`src/rtl/alu_issue_decode.sv`:
```
// alu_issue_decode: RV32I decode/issue stage driving ALU controls through one registered valid/ready slot.
module alu_issue_decode #(
   parameter int XLEN  = 32,
   parameter int RADDR = 5
) (
   input  logic             clock,
   input  logic             reset,
   input  logic             in_valid,
   output logic             in_ready,
   input  logic [31:0]      instr,
   input  logic             flush,
   output logic             out_valid,
   input  logic             out_ready,
   output logic [3:0]       aluoper,
   output logic             selopr2,
   output logic [XLEN-1:0]  dataimmed,
   output logic [RADDR-1:0] rs1addr,
   output logic [RADDR-1:0] rs2addr,
   output logic [RADDR-1:0] rdaddr,
   output logic             regwrite,
   output logic             branch,
   output logic             illegal
);
   localparam int BW = 4 + 1 + XLEN + 3 * RADDR + 3;
   localparam logic [3:0] ADD = 4'd0, SUB = 4'd1, SLL = 4'd5, SRL = 4'd6, SRA = 4'd7, SLT = 4'd8, SLTU = 4'd9;

   logic [2:0]       f3;
   logic [6:0]       f7;
   logic [XLEN-1:0]  imm_i, imm_s, imm_b;
   logic [3:0]       a_op;
   logic             a_sel, a_wr, a_br, a_ill, accept;
   logic [XLEN-1:0]  a_imm;
   logic [RADDR-1:0] a_rs1, a_rs2, a_rd;
   logic [BW-1:0]    bundle_d, bundle_q;
   logic             out_valid_d, out_valid_q;

   function automatic logic [3:0] f3_op(input logic [2:0] f);
      case (f)
         3'b000:  return ADD;
         3'b001:  return SLL;
         3'b010:  return SLT;
         3'b011:  return SLTU;
         3'b100:  return 4'd4;
         3'b101:  return SRL;
         3'b110:  return 4'd3;
         default: return 4'd2;
      endcase
   endfunction

   assign f3    = instr[14:12];
   assign f7    = instr[31:25];
   assign imm_i = {{20{instr[31]}}, instr[31:20]};
   assign imm_s = {{20{instr[31]}}, instr[31:25], instr[11:7]};
   assign imm_b = {{19{instr[31]}}, instr[31], instr[7], instr[30:25], instr[11:8], 1'b0};

   always_comb begin
      a_op  = ADD;
      a_sel = 1'b0;
      a_imm = '0;
      a_rs1 = instr[19:15];
      a_rs2 = instr[24:20];
      a_rd  = instr[11:7];
      a_wr  = 1'b0;
      a_br  = 1'b0;
      a_ill = 1'b0;
      case (instr[6:0])
         7'b0110011: begin
            a_wr = 1'b1;
            if (f7 == 7'b0000000) a_op = f3_op(f3);
            else if (f7 == 7'b0100000 && f3 == 3'b000) a_op = SUB;
            else if (f7 == 7'b0100000 && f3 == 3'b101) a_op = SRA;
            else a_ill = 1'b1;
         end
         7'b0010011: begin
            a_sel = 1'b1;
            a_wr  = 1'b1;
            a_rs2 = '0;
            a_op  = f3_op(f3);
            a_imm = imm_i;
            // Shifts carry a zero-extended shamt and use funct7 to pick SRL/SRA
            if (f3 == 3'b001 || f3 == 3'b101) begin
               a_imm = {27'b0, instr[24:20]};
               a_op  = f3 == 3'b001 ? SLL : f7[5] ? SRA : SRL;
               a_ill = !(f7 == 7'b0000000 || (f3 == 3'b101 && f7 == 7'b0100000));
            end
         end
         7'b0110111: begin
            a_sel = 1'b1;
            a_rs1 = '0;
            a_imm = {instr[31:12], 12'b0};
            a_wr  = 1'b1;
         end
         7'b0000011: begin
            a_sel = 1'b1;
            a_imm = imm_i;
            a_wr  = 1'b1;
         end
         7'b0100011: begin
            a_sel = 1'b1;
            a_imm = imm_s;
         end
         7'b1100011: begin
            a_br  = 1'b1;
            a_imm = imm_b;
            a_op  = !f3[2] ? SUB : f3[1] ? SLTU : SLT;
            a_ill = f3[2:1] == 2'b01;
         end
         default: a_ill = 1'b1;
      endcase
      if (a_ill) begin
         a_op = ADD;
         a_wr = 1'b0;
         a_br = 1'b0;
      end
      if (a_rd == '0) a_wr = 1'b0;
   end

   assign in_ready = !out_valid_q || out_ready;
   assign accept   = in_valid && in_ready;

   always_comb begin
      out_valid_d = !flush && (accept || (out_valid_q && !out_ready));
      bundle_d    = (accept && !flush) ? {a_op, a_sel, a_imm, a_rs1, a_rs2, a_rd, a_wr, a_br, a_ill} : bundle_q;
   end

   always_ff @(posedge clock or negedge reset) begin
      if (!reset) begin
         out_valid_q <= 1'b0;
         bundle_q    <= '0;
      end else begin
         out_valid_q <= out_valid_d;
         bundle_q    <= bundle_d;
      end
   end

   assign out_valid = out_valid_q;
   assign {aluoper, selopr2, dataimmed, rs1addr, rs2addr, rdaddr, regwrite, branch, illegal} = bundle_q;
endmodule
```
`config.mk`:
```
export PLATFORM = sky130hd
export DESIGN_NAME = alu_issue_decode
export DESIGN_NICKNAME = d
export VERILOG_FILES = /design/src/rtl/alu_issue_decode.sv
export SDC_FILE = /design/constraint.sdc
export NUM_CORES = 1
export LEC_CHECK = 0
export BUFFER_PORTS_ARGS = -buffer_cell sky130_fd_sc_hd__clkbuf_2
export CORE_MARGIN = 2
export CORE_UTILIZATION = 30
export CTS_BUF_LIST = sky130_fd_sc_hd__clkbuf_2 sky130_fd_sc_hd__clkbuf_4 sky130_fd_sc_hd__clkbuf_8
export CTS_CLUSTER_SIZE = 14
export DETAILED_ROUTE_END_ITERATION = 8
export SLEW_MARGIN = 25
export SYNTH_ARGS = -nofsm -noshare
export SYNTH_HDL_FRONTEND = slang
export SYNTH_SLANG_ARGS = --single-unit
```
`constraint.sdc`:
```
create_clock -name clock -period 1.95 [get_ports clock]
set_input_delay 0.195 -clock clock [delete_from_list [all_inputs] [get_ports clock]]
set_output_delay 0.195 -clock clock [all_outputs]
set_load 0.02 [all_outputs]
```
# Word-level counts from Yosys, hierarchy flattened
# Cells that the tools add are included.
[classes]
magnitude_cmp = 0
bitwise = 0
n_div = 0
mux = 26
addsub = 0
multipliers = 0
reduce_logical = 20
eq_ne = 14
n_shift = 0
[ops]
columns = ["operator", "count"]
rows = [
  ["$pmux 32 s5", 1],
  ["$mux 32", 1],
  ["$eq 7x6->1 const B", 4],
  ["$pmux 4 s7", 1],
  ["$mux 4", 4],
  ["$mux 1", 12],
  ["$pmux 4 s3", 1],
  ["$mux 5", 2],
  ["$eq 3x3->1 const B", 3],
  ["$reduce_or 4->1", 2],
  ["$eq 7x2->1 const B", 1],
  ["$eq 7x5->1 const B", 1],
  ["$eq 7x7->1 const B", 1],
  ["$logic_not 7->1", 1],
  ["$eq 3x2->1 const B", 2],
  ["$logic_and 1x1->1", 6],
  ["$mux 3", 2],
  ["$logic_not 5->1", 1],
  ["$logic_not 1->1", 4],
  ["$logic_or 1x1->1", 4],
  ["$pmux 1 s4", 1],
  ["$eq 3x1->1 const B", 1],
  ["$logic_not 3->1", 1],
  ["$reduce_or 3->1", 1],
  ["2 further kinds", 2],
]
[totals]
regBits = 56
mem_bits_ro = 0
input_bits = 37
memories = 0
latchBits = 0
word_cells = 62
output_inout_bits = 57
mem_bits_rw = 0

# Longest topological paths before layout
[logic_depth]
depth_word = 8
mapped_depth = 7
ltp_nobuf = 6

# Least setup slack after synthesis
# No wires, ideal clock.
[synth_path]
path_kind = "register -> register"
from = "register out_valid_q (netlist: out_valid)"
to = "register bundle_q[23]"
setup_time_ns = 0.067
synth_period_minus_slack_ns = 1.830
path_buffers = 0
required_time_ns = 1.883
arrival_ns = 1.763
stages_incl_launch_ff = 7
path_slack_ns = 0.120
cell_sequence = "dfrtp_1 nor2b_1 inv_1 nand3b_1 a211o_1 a21oi_1 a22o_1"
[synth_via]
elab_chain_len = 4
[synth_rtl]
columns = ["item", "line", "rtl"]
rows = [
  ["from (decl)", "35", "logic out_valid_d, out_valid_q;"],
  ["from (signal assigned)", "131", "out_valid_q <= out_valid_d;"],
  ["$logic_not 1->1", "118", "assign in_ready = !out_valid_q || out_ready;"],
  ["$logic_or 1x1->1", "118", ""],
  ["via in_ready", "9", "output logic in_ready,"],
  ["$logic_and 1x1->1", "119", "assign accept = in_valid && in_ready;"],
  ["$logic_and 1x1->1", "123", "bundle_d = (accept && !flush) ? {a_op, a_sel, a_imm, a_rs1, a_rs2, a_rd, a_wr, a_br, a_ill} : bundle_q;"],
  ["to (signal assigned)", "132", "bundle_q <= bundle_d;"],
  ["to (decl)", "34", "logic [BW-1:0] bundle_d, bundle_q;"],
]
# The timed path passes the listed nets, and every way through them passes these cells.
# A chain may end at the register's enable or synchronous reset.

# Worst setup path in the final report
[layout_path]
from = "register out_valid_q (netlist: out_valid)"
to = "register bundle_q[43]"
[layout_via]
elab_chain_len = 4
[layout_rtl]
columns = ["item", "line"]
rows = [
  ["$logic_not 1->1", "118"],
  ["$logic_or 1x1->1", "118"],
  ["$logic_and 1x1->1", "119"],
  ["$logic_and 1x1->1", "123"],
]
# Every way passes these cells.

==> metrics <==
synth-to-layout area growth 29.6%; Synth async-reset ratio 100%; syn nets ~330; Area contributors post-synth dfrtp_1 (52%), nand2_1 (10%), o21ai_0 (7.3%); CTS root buffer clkbuf_8; ANT nets after route 0; Clock Latency Late Sink 0.31 ns; first-pass GRT wire length roughly 13,000 um; flop2flop setup slack 0.18 ns; DRT Wirelength ~7900 um; Cell Pwr Density 687 nW/um2; post-DR wirelength/cell around 16 um; Worst Hold Class in2async; Worst-path clk slew 0.11 ns; Synth Area in XOR/XNOR less than 1%; Sw Share about 28%; Synth Area in Compound Gates 22.0%; Switch Pwr roughly 0.67 mW; vias in the first global route 2,495; final core utilization 40.0%; Hold Slack 0.0228 ns; CP bufs+invs 2; met2 Usage GRT 25.8%; crit-path max FO 20; GR Util met3 under 10%; leading area contributor after synthesis dfrtp_1; post_cts resized 0; gr ovfl total 0; status complete, no violations; adder-cell share of the synthesized area 0%; main combinational cell family by area after synthesis compound AO/OA/AOI/OAI gates; largest net degree at the start of global routing 57; # diodes 0; Post-Syn Instances 296; Syn Std Cell Area 2680 um2; Crit. path cell count 6; CP startpoint kind register; Storage cell area between 1000 and 1500 um2; post-CTS setup buffers 0; EDFF count, synth 0; Gate power share approximately 15%; worst r2r src out_valid; # fillers just under 900; Final Net Count 430; internal power 1.72 mW; routability-driven placement congestion ratio approximately 0.8; clock period minus worst slack roughly 1.8 ns; Hold-fix buffers, CTS 0; CTS sink count between 50 and 60; Syn Area/Cell 9.05 um2; CP arrival 2.00 ns; core box area 8680 um2; DP HPWL about 5800 um; worst path cell trace nor2b_1 > inv_1 > nand3b_1 > a211o_1 > buf_4 > o21ai_0; Peak Freq between 500 and 600 MHz; WP data required ~2.2 ns; most frequent cells in the layout clkbuf_2 (93), nand2_1 (72), dfrtp_1 (56), o21ai_0 (39), a21oi_1 (22); Top Usage Layer GRT met2; most common cell after layout, fill and taps aside clkbuf_2; Distinct cells, synth 45; top-area cell type share of the netlist area a little over half; final hold violation count 0; Yosys reg bits 56; die span in x 98.5 um; I/O pin cnt 94; CTS Buf Count 5; # rows 34; H-tree depth 2; Total GRT Usage between 10% and 20%; max incr delay on CP 0.42 ns; cell family with the largest share of critical-path delay compound AO/OA/AOI/OAI gates; period utilisation layout between 90% and 100%; Pins Over Slew Limit 0; kind of critical path reg2reg; Die Height around 100 um; max-cap viol count 0; Post-synth top flop dfrtp_1; CTS tree built; Seq pwr share slightly above 50%; Critical Path Sink Type register; initial core utilization a little under a third; Worst IR Drop VDD about 0.29 mV; clock buffer depth 2; Max-slew headroom 50.8%; mux cell area share after synthesis less than 1%; Die ar. 9710 um2; PortBufs 93; reg2reg path depth 6; RSZ-0062 raised after global routing no; post-synthesis sequential area ratio between 50% and 60%; fraction of layout cells with a size suffix above 1 31.7%; drt pass-1 iters 5; Multi-input gate area between 1000 and 1500 um2; Setup Skew about 0.0074 ns; Iteration-0 DRC Markers 115; count of final setup violators 0; DR vias/cell between 5 and 6; Critical-path top delay cell a211o_1; simple-gate share of the synthesized area between 20 and 25%; Ys Warns 0; Vias about 2.5k; number of remaining DRC errors 0; Worst Tran Pin Value 0.738 ns; Leak Pwr 1.69 nW; GR Layer Usage met1 ~23%; initial antenna violation count 0; reg2reg end bundle_q[43]; clock power share 32.9%
-- Yosys cell counts, drive strengths merged (3+ instances only) --
cell type and instances:
clkbuf 16, nand3 13, a21oi 22, buf 3
nor3 6, a22o 7, o21ai 39, nor2 10
nand2 72, dfrtp 56, nor2b 4, nand3b 4
a22oi 6, inv 4
-- registers in the layout, summed over array words and instances, names as in the netlist --
name / flops
bundle_q: 55
out_valid: 1
-- worst max-delay path by stage --
| stage | from | endpoint | slack, ns |
|---|---|---|---|
| 4_1_cts | out_valid | bundle_q[43] | 0.15 |
| 3_3_place_gp | instr[31] | bundle_q[0] | 0.03 |
| 5_1_grt | out_valid | bundle_q[48] | 0.0003 |
| 3_5_place_dp | instr[31] | bundle_q[0] | -0.01 |
| 2_1_floorplan | out_valid | bundle_q[23] | 0.12 |
| 6_report | out_valid | bundle_q[43] | 0.18 |
-- layer usage --
metal	vias to the layer above	part of all wire, %
li1	1231	-
met1	1230	48
met2	70	46
met3	8	4.9
met4	0	0.98
met5	-	0
-- power by group through the flow --
stage | clock (mW) | combinational (mW) | sequential [mW]
6_report | 0.786 | 0.362 | 1.24
5_1_grt | 0.854 | 0.397 | 1.25
4_1_cts | 0.816 | 0.366 | 1.24
3_5_place_dp | 0 | 0.366 | 1.26
3_3_place_gp | 0 | 0.361 | 1.26
2_1_floorplan | 0 | 0.120 | 1.32
-- logic make-up after synthesis --
| group | count (synthesis) |
|---|---|
| flip-flops | 56 |
| XOR/XNOR | 1 |
| AND/OR/NAND/NOR | 122 |
| buffers and inverters | 23 |
| multiplexers | 1 |
| AO/OA/AOI/OAI | 93 |
-- per-stage QoR --
stage / total power [mW] / area (um2) / setup TNS [ns] / setup WS (ns) / std cells
floorplan: 1.44 / 2680 / 0 / 0.120 / 296
global placement: 1.62 / 3360 / 0 / 0.0280 / 494
detailed placement: 1.63 / 3360 / -0.00951 / -0.00951 / 494
CTS: 2.42 / 3470 / 0 / 0.150 / 502
global route: 2.50 / 3470 / 0 / 0.000299 / 502
finish: 2.39 / 3470 / 0 / 0.179 / 502
-- area by class of cell --
cell class / count / share of cell area [%]
Clock buffer: 5 / 1.98
Clock inverter: 3 / 1.37
Inverter: 4 / 0.432
Multi-Input combinational cell: 217 / 34.4
Sequential cell: 56 / 40.3
Tap cell: 108 / 3.89
Timing Repair Buffer: 109 / 17.6
-- worst register-to-register path: stages, from the launching register on --
cell      delay [ns]
dfrtp_1         0.40
nor2b_1         0.16
inv_1           0.07
nand3b_1        0.18
a211o_1         0.42
buf_4           0.25
o21ai_0         0.20
Note: power is estimated with default switching activity, not from simulation.
